File: src/rtl/micro_sequencer.sv
// Microprogram sequencer: fixed fetch/decode, microword-driven EXEC with a 32-cycle watchdog.
// All outputs come from registers or registered state; stall freezes every register.
module micro_sequencer (
  input  logic        CLK,
  input  logic        RST_N,
  input  logic        start,
  input  logic        stall,
  input  logic [7:0]  IR,
  input  logic        zflag,
  input  logic [1:0]  mc_cond,
  input  logic [7:0]  mc_next,
  output logic [7:0]  CAR,
  output logic [2:0]  phase,
  output logic        busy,
  output logic        halted,
  output logic        err,
  output logic [15:0] instr_cnt
);

  typedef enum logic [2:0] {
    IDLE   = 3'd0,
    FETCH0 = 3'd1,
    FETCH1 = 3'd2,
    FETCH2 = 3'd3,
    DECODE = 3'd4,
    EXEC   = 3'd5,
    HALT   = 3'd6
  } state_t;

  state_t      state, state_nx;
  logic [7:0]  car_nx;
  logic [4:0]  xcnt, xcnt_nx;
  logic        err_nx;
  logic [15:0] cnt_nx;

  always_ff @(posedge CLK or negedge RST_N) begin
    if (!RST_N) begin
      state     <= IDLE;
      CAR       <= 8'h00;
      xcnt      <= 5'd0;
      err       <= 1'b0;
      instr_cnt <= 16'h0000;
    end else if (!stall) begin
      state     <= state_nx;
      CAR       <= car_nx;
      xcnt      <= xcnt_nx;
      err       <= err_nx;
      instr_cnt <= cnt_nx;
    end
  end

  always_comb begin
    state_nx = state;
    car_nx   = CAR;
    xcnt_nx  = xcnt;
    err_nx   = err;
    cnt_nx   = instr_cnt;
    case (state)
      IDLE: begin
        if (start) begin
          state_nx = FETCH0;
          car_nx   = 8'h00;
        end
      end
      FETCH0: begin state_nx = FETCH1; car_nx = 8'h01; end
      FETCH1: begin state_nx = FETCH2; car_nx = 8'h02; end
      FETCH2: begin state_nx = DECODE; car_nx = 8'h03; end
      DECODE: begin
        if (IR == 8'hFF) begin
          state_nx = HALT;
          car_nx   = 8'hFF;
        end else if (IR == 8'h00) begin
          cnt_nx   = instr_cnt + 16'd1;
          state_nx = FETCH0;
          car_nx   = 8'h00;
        end else if (IR[7:6] != 2'b00 || IR == 8'h3F) begin
          err_nx   = 1'b1;
          state_nx = FETCH0;
          car_nx   = 8'h00;
        end else begin
          state_nx = EXEC;
          car_nx   = {IR[5:0], 2'b00};
          xcnt_nx  = 5'd0;
        end
      end
      EXEC: begin
        xcnt_nx = xcnt + 5'd1;
        // xcnt==31 means this is the 32nd EXEC cycle; only an end-of-instruction may still retire
        if (xcnt == 5'd31 && mc_cond != 2'b11) begin
          err_nx   = 1'b1;
          state_nx = FETCH0;
          car_nx   = 8'h00;
        end else begin
          case (mc_cond)
            2'b00: car_nx = CAR + 8'd1;
            2'b01: car_nx = mc_next;
            2'b10: car_nx = zflag ? mc_next : CAR + 8'd1;
            default: begin
              cnt_nx   = instr_cnt + 16'd1;
              state_nx = FETCH0;
              car_nx   = 8'h00;
            end
          endcase
        end
      end
      HALT: state_nx = HALT;
      default: begin
        state_nx = IDLE;
        car_nx   = 8'h00;
      end
    endcase
  end

  assign phase  = state;
  assign busy   = (state != IDLE) && (state != HALT);
  assign halted = (state == HALT);

endmodule

File: config.mk
export PLATFORM = sky130hd
export DESIGN_NAME = micro_sequencer
export DESIGN_NICKNAME = d
export VERILOG_FILES = /design/src/rtl/micro_sequencer.sv
export SDC_FILE = /design/constraint.sdc
export NUM_CORES = 1
export LEC_CHECK = 0
export CAP_MARGIN = 20
export CORE_MARGIN = 2
export CORE_UTILIZATION = 40
export DETAILED_ROUTE_END_ITERATION = 12
export MAX_ROUTING_LAYER = met4
export PLACE_DENSITY = 0.79
export SETUP_SLACK_MARGIN = 0.05
export SKIP_CTS_REPAIR_TIMING = 1
export SLEW_MARGIN = 20
export SYNTH_ARGS = -nofsm -noshare
export SYNTH_HDL_FRONTEND = slang
export SYNTH_SLANG_ARGS = --single-unit
File: constraint.sdc
create_clock -name CLK -period 2.96 [get_ports CLK]
set_input_delay 0.888 -clock CLK [delete_from_list [all_inputs] [get_ports CLK]]
set_output_delay 0.888 -clock CLK [all_outputs]
set_load 0.03 [all_outputs]
==> results of run 1 <==
## stage by stage
step	setup WS [ns]	cell area (um^2)	instances	util (%)
CTS	0.08149	2709	340	56.97
global placement	0.2452	2608	332	54.84
finish	0.1575	2711	340	57.03
detailed placement	0.1673	2608	332	54.84
global route	0.1022	2711	340	57.03
floorplan	0.6797	1989	213	-
## report_power, final
part           internal [mW]  total [mW]  leakage [nW]  switching (mW)
logic                  0.302       0.661         0.649           0.359
registers              0.528       0.646         0.439           0.118
clock network          0.210       0.373        0.0542           0.163
## sequential cells by signal (all words and copies together) (netlist names)
signal / cells
CAR: 8
err: 1
instr_cnt: 16
xcnt: 5
phase: 3
## per-layer routing
metal / wire length (um) / vias up / global-route usage, %
met5: 0 / - / -
met3: 247 / 4 / 4.065
met2: 2263 / 51 / 27.24
li1: - / 898 / -
met4: 33 / 0 / 7.341
met1: 2229 / 855 / 24.42
## worst max-delay path: stages (launching register included)
cell	delay (ns)
sky130_fd_sc_hd__dfrtp_2	0.49
sky130_fd_sc_hd__nor2b_1	0.20
sky130_fd_sc_hd__or3_1	0.35
sky130_fd_sc_hd__clkdlybuf4s50_1	0.60
## Yosys cell counts, drive strengths merged (4+ instances only)
cell / number / share of area [%]
a21oi: 13 / 3.5
a22oi: 5 / 1.9
and2: 4 / 1.3
and3: 6 / 1.9
buf: 5 / 1.6
dfrtp: 33 / 42
ha: 4 / 2.5
inv: 4 / 0.75
nand2: 23 / 4.3
nand3: 11 / 2.8
nand4: 6 / 2.6
nor2: 18 / 3.4
nor2b: 4 / 1.3
o21ai: 14 / 3.5
xnor2: 10 / 4.4
xor2: 11 / 4.8
## worst paths after layout
| path | startpoint | to | slack, ns |
|---|---|---|---|
| worst max-delay path | phase[2]$_DFFE_PN0P_ | busy | 0.16 |
| worst min-delay path | instr_cnt[15]$_DFFE_PN0P_ | instr_cnt[15]$_DFFE_PN0P_ | 0.47 |
| worst min register to register | instr_cnt[15]$_DFFE_PN0P_ | instr_cnt[15]$_DFFE_PN0P_ | 0.47 |
| min in group asynchronous | RST_N | CAR[5]$_DFFE_PN0P_ | 1.00 |
| worst max register to register | xcnt[0]$_DFFE_PN0P_ | CAR[5]$_DFFE_PN0P_ | 0.92 |
| max in group asynchronous | RST_N | phase[1]$_DFFE_PN0P_ | 1.63 |
## kinds of logic after synthesis
kind of cell | after synthesis | synth area share (%)
buffers and inverters | 11 | 2.704
muxes | 4 | 2.075
DFF | 33 | 41.51
AOI/OAI and AO/OA | 56 | 19.18
adders and majority gates | 4 | 2.516
and+or+nand+nor | 84 | 22.77
xor gates and xnor gates | 21 | 9.245
## placed cells by master, fill, tap and decap left out, drive strengths merged, types with 6 or more instances in the layout
| master | instances |
|---|---|
| nand4 | 6 |
| nand2 | 23 |
| xnor2 | 10 |
| buf | 7 |
| xor2 | 11 |
| o21ai | 14 |
| and3 | 6 |
| a21oi | 13 |
| dfrtp | 33 |
| nor2 | 18 |
| nand3 | 11 |
| clkdlybuf4s50 | 52 |
| clkbuf | 7 |
## area by class of cell
cell class                 instances  area (um^2)  share of cell area [%]
clock inverter                     1        5.005                  0.1846
clock buffer                       7        96.34                   3.553
inverter                           4        15.01                  0.5538
multi-input combinational        169         1110                   40.93
tap                               67        83.83                   3.092
timing repair buffer              59        573.1                   21.14
sequential                        33        828.3                   30.55
==> results.txt, run 1 <==
- First DRT Iteration DRCs: 79
- Data arrival, critical path: 1.91 ns
* Hold Slack: about 0.47 ns
* Area of the core: roughly 4800 um^2
- Sort of element at the start of the critical path: register
- Overall die width: about 75 um
* Least-Margin Pin Slew: 0.5824 ns
- Wires add up to ~4800 um.
- Post-Route Setup TNS: 0 ns
- Fraction of final layout cells with drive strength greater than 1: a little under a tenth
- Fraction of synthesis flops using an asynchronous set or reset pin: 100.0%
- Time the worst path needs with I/O delays and setup: between 2 and 3 ns
* Critical path type: reg2out
- Pin count of the biggest net entering global routing: 34
* Placer congestion estimate: approximately 0.9
* Path category of the worst min-delay check: reg2reg
- Area Overhead vs Synth: 36.29%
- Number of synthesized flops with an enable pin: 0
* Pins Over Slew Limit: 0
* TritonCTS clock tree: done
* Root cell of the clock tree: sky130_fd_sc_hd__clkbuf_8
- CTS built an H-tree with a depth of 2.
* Longest Clk Path Bufs: 2
- Final setup vio count: 0
- Unrepaired setup endpoints after global routing: false
- Using the TritonRoute via totals, the vias-per-cell ratio works out to ~5.3.
- Number of failing hold endpoints at the final stage: 0
- After global routing the overflow that remains totals 0.
* Required time at the worst-slack endpoint: roughly 2.1 ns
- Once the floorplan was initialized, standard cells occupied between 40% and 50% of the core.
- Clock tree synthesis found a total of 33 sinks.
- For this run, the top clock speed supported by timing is 356.8 MHz.
- A synthesized cell averages 9.340 um^2.
* Worst reg-to-reg path cell count: 7
- Crit end category: primary output
- Number of I/O pins: 53
* Tcrit/Tclk final: around 95%
- At the later pin of the worst-skew pair, clock insertion delay measures 0.28 ns.
- Predominant post-synthesis flop cell: sky130_fd_sc_hd__dfrtp_1
- In the final design database the tool counted around 300 nets.
- After legalization and detailed placement, the total HPWL measured between 3000 and 4000 um.
- In the synthesized netlist, the number of instances is about 210.
- Once detail routing completed, the nets flagged for antenna violations numbered 0.
- VDD IR max: between 0.2 and 0.3 mV
- The clock arrives with roughly 0.0019 ns of skew.
* Flops & latches, synth: 33
- Sequential-to-total area share from yosys stat: 41.51%
* # port buffers: 52
* Worst hold path stage count: 1
- Power, Total: about 1.7 mW
- Summed over all cells, the static leakage comes to approximately 1.1 nW.
* Final-layout fill cell count: ~440
- First-pass GRT wire length: roughly 7600 um
- After detailed routing, the number of remaining DRC violations is 0.
* Cell variety after synth: 44
- The tool flagged a number of max-cap violations equal to 0.
- Result of the run: finished, final reports clean
* Clock Pin Slew Worst Setup and Hold Paths: 0.07 ns
- Final antenna diode count: 0
* Vias: 1808
- The floorplan has 25 rows.
- Cts bufs inserted: 5
* Total power density per cell area: 619.4 nW/um^2
- Number of antenna violations at the first check in global routing: 0
- Synthesized area: about 2000 um^2
- Floorplan die area: approximately 5600 um^2
- After detailed routing, the average wire length per cell comes to roughly 14 um.
* Worst slew margin: between 60% and 70%
* TritonRoute pass-1 iters: 4
- Via count of the first global-routing pass: 1674
* Critical path fanouts, max: 12
- Global routing used approximately 18% of the available tracks across all layers.
- Counting every net in the synthesized netlist gives 240.
- During synthesis, Yosys emitted a total of 0 warnings.
* DIE HEIGHT: between 70 and 80 um
Power figures use the tool's default switching activity.
==> inputs of run 2 (changes only) <==
--- a/config.mk
+++ b/config.mk
@@ -7,10 +7,10 @@
 export LEC_CHECK = 0
 export CAP_MARGIN = 20
 export CORE_MARGIN = 2
-export CORE_UTILIZATION = 40
+export CORE_UTILIZATION = 52
 export DETAILED_ROUTE_END_ITERATION = 12
 export MAX_ROUTING_LAYER = met4
-export PLACE_DENSITY = 0.79
+export PLACE_DENSITY = 0.95
 export SETUP_SLACK_MARGIN = 0.05
 export SKIP_CTS_REPAIR_TIMING = 1
 export SLEW_MARGIN = 20
==> run 2 against run 1 <==
  * First-iteration DRC count rose by 84%
  * Sequential share of layout area up 0.40 points
  * Largest power group unchanged
  * Critical endpoint unchanged
  * Total power down 1.9%
  * Clock power shrank 11%
  * Critical path type unchanged
  * Register-to-register slack worse by 0.05 ns
==> results.txt, run 2 (same netlist as run 1, synthesis figures left out) <==
- Result of the run: finished, final reports clean
- The net switching power was 0.6542 mW (+2.3%).
- Sort of element at the start of the critical path: register
* Worst Clk Skew: 0.006082 ns (+0.004180 ns)
- Combined flip-flop and latch cell area: 828.3 um^2 (unchanged)
- The actual slew at the worst max-slew pin came to 0.5992 ns (+0.01685 ns).
- The final weighted congestion in routability-driven placement is 0.8485 (-5.2%).
* Delay of the slowest cell on the worst path: 0.59 ns (about the same)
* Crit path max-delay cell type: sky130_fd_sc_hd__clkdlybuf4s50_1
- Overall die width: 65.85 um (-12%)
- The total routing resource utilization after global routing was 26.28% (+7.9 points).
- Clock Pin Slew Worst Setup and Hold Paths: 0.07 ns (about the same)
* Antenna Nets Post-Route: 0 (unchanged)
- The largest net degree at the start of global routing is 34 (unchanged).
- Cell row count: 22 (-12%)
- The switching part of the total was 39.70% (+1.6 points).
* Path category of the worst min-delay check: reg2reg
- The iteration-0 DRC count of the detailed router came to 145 (+84%).
* Data arrival, critical path: 1.91 ns (about the same)
* Overflow left after global routing: 0 (unchanged)
- Critical path type: reg2out
- Final-layout fill cell count: 266 (-39%)
* Worst slew margin: 59.97% (-1.1 points)
- The internal power came to 0.9938 mW (-4.4%).
- Time the worst path needs with I/O delays and setup: 2.802 ns (+0.00002200 ns)
- Number of I/O pins: 53 (unchanged)
* Crit end category: primary output
* Final wirelength: 5046 um (+5.7%)
* Residual DRC: 0 (unchanged)
- The required time reported for the critical path endpoint came to 2.07 ns (about the same).
- The number of flip-flops in the largest register was 16 (unchanged).
- H-Tree Level Count: 2 (unchanged)
* Pins Over Slew Limit: 0 (unchanged)
- Fraction of final layout cells with drive strength greater than 1: 9.489% (-0.035 points)
* TritonCTS clock tree: done
- Power, Total: 1.648 mW (-1.9%)
- The ratio of routed vias to standard cells came to 5.910 (+11%).
- Clk pwr share: 20.1% (-2.1 points)
* Root cell of the clock tree: sky130_fd_sc_hd__clkbuf_8
- Top flop regs: instr_cnt x16, CAR x8, xcnt x5
- Area of the core: 3661 um^2 (-23%)
- Highest attainable clock frequency: 356.8 MHz (about the same)
* VDD IR max: 0.4691 mV (+58%)
- Number of failing hold endpoints at the final stage: 0 (unchanged)
- The count of max-cap constraint violations was 0 (unchanged).
- The via count of the first global-routing pass is 1852 (+11%).
* Total power density per cell area: 615.8 nW/um^2 (-0.59%)
* CP Cell Sequence: nor2b_1 > or3_1 > clkdlybuf4s50_1
* Floorplan die area: 4336 um^2 (-22%)
- Area Overhead vs Synth: 34.53%
* Final setup vio count: 0 (unchanged)
- In this design, the largest share of critical-path delay is due to buffers and inverters.
* Critical path fanouts, max: 12 (unchanged)
- Setup repair after global routing left no endpoint under its margin.
- Insertion delay to the later sink of the worst-skew pair: 0.29 ns (about the same)
- The clock sink total was 33 (unchanged).
- Final antenna diode count: 0 (unchanged)
- # port buffers: 52 (unchanged)
- Post-Route Setup TNS: 0 ns (unchanged)
- TritonRoute pass-1 iters: 4 (unchanged)
- Initial core utilization: 54.34% (+12 points)
- DIE HEIGHT: 65.85 um (-12%)
* Number of antenna violations at the first check in global routing: 0 (unchanged)
- Vias: 1903 (+5.3%)
- The multi-input combinational cell area was 1110 um^2 (unchanged).
* Buffers & Inverters on Critical Path: 1 (unchanged)
- Longest Clk Path Bufs: 2 (unchanged)
- The sequential cell fraction of total power is 38.8% (+0.4 points).
- The final net count is 300 (+0.33%).
- Leak pwr: 1.139 nW (-0.34%)
* Cts bufs inserted: 5 (unchanged)
- Post-detailed-route wirelength per cell: 15.67 um (+12%)
* Logic gate share of total power: 41.0% (+1.6 points)
* Tcrit/Tclk final: 94.68% (about the same)
- First-pass GRT wire length: 8314 um (+9.2%)
- Largest Register: instr_cnt
- Most frequent cells in the layout: 52 x sky130_fd_sc_hd__clkdlybuf4s50_1, 31 x sky130_fd_sc_hd__dfrtp_1, 23 x sky130_fd_sc_hd__nand2_1, 18 x sky130_fd_sc_hd__nor2_1, 14 x sky130_fd_sc_hd__o21ai_0
* Most common cell after layout, fill and taps aside: sky130_fd_sc_hd__clkdlybuf4s50_1
* Post-detail-place hpwl: 3796 um (+8.7%)
- The final-layout worst hold slack came to 0.4689 ns (+0.0009060 ns).
==> run 2: changes by cell type in the layout (fill, tap and decap cells not counted) <==
cell | before | now
sky130_fd_sc_hd__clkinv_2 | 1 | 2
sky130_fd_sc_hd__clkbuf_1 | 0 | 1
sky130_fd_sc_hd__buf_4 | 7 | 8
sky130_fd_sc_hd__clkbuf_8 | 7 | 5
==> run 2: per-layer routing <==
| layer | part of all wire (%) | GRT usage, % |
|---|---|---|
| met1 | 41 | 30.99 |
| met4 | 2.4 | 12.50 |
| met2 | 50 | 42.17 |
| met5 | 0 | - |
| met3 | 6.6 | 6.644 |
==> run 2: cell type report <==
class | instances | area share, %
multi-input cells | 169 | 41.47
flip-flops and latches | 33 | 30.95
repair buffers | 60 | 21.69
clock buffers | 6 | 2.712
well taps | 48 | 2.244
inverters | 4 | 0.5610
clock inverters | 2 | 0.3740
==> run 2: final timing paths <==
check / start / cells past startpoint / slack, ns / end
max in group asynchronous: RST_N / 2 / 1.64 / phase[1]$_DFFE_PN0P_
worst min register to register: err$_DFFE_PN0P_ / 1 / 0.47 / err$_DFFE_PN0P_
worst max register to register: xcnt[0]$_DFFE_PN0P_ / 7 / 0.87 / CAR[5]$_DFFE_PN0P_
min in group asynchronous: RST_N / 2 / 1.00 / xcnt[3]$_DFFE_PN0P_
worst max-delay path: phase[2]$_DFFE_PN0P_ / 3 / 0.16 / busy
worst min-delay path: err$_DFFE_PN0P_ / 1 / 0.47 / err$_DFFE_PN0P_
==> run 2: per-stage QoR <==
step | cells | setup slack [ns] | utilization (%) | area [um^2]
2_1_floorplan | 213 | 0.6797 | - | 1989
3_3_place_gp | 314 | 0.2945 | 70.78 | 2591
3_5_place_dp | 314 | 0.2164 | 70.78 | 2591
4_1_cts | 322 | 0.09691 | 73.03 | 2674
5_1_grt | 322 | 0.07043 | 73.10 | 2676
6_report | 322 | 0.1575 | 73.10 | 2676
==> run 2: power by group through the flow <==
stage	logic (mW)	registers [mW]	clock network [mW]
floorplan	0.357	0.702	0
global route	0.736	0.653	0.364
global placement	0.649	0.635	0
CTS	0.676	0.633	0.338
detailed placement	0.674	0.641	0
finish	0.676	0.640	0.332
==> inputs of run 3 (changes only) <==
--- a/config.mk
+++ b/config.mk
@@ -5,7 +5,7 @@
 export SDC_FILE = /design/constraint.sdc
 export NUM_CORES = 1
 export LEC_CHECK = 0
-export CAP_MARGIN = 20
+export CAP_MARGIN = 10
 export CORE_MARGIN = 2
 export CORE_UTILIZATION = 52
 export DETAILED_ROUTE_END_ITERATION = 12
==> results of run 3 <==
Same layout as run 2: the final DEF is identical, and so are final timing and power.
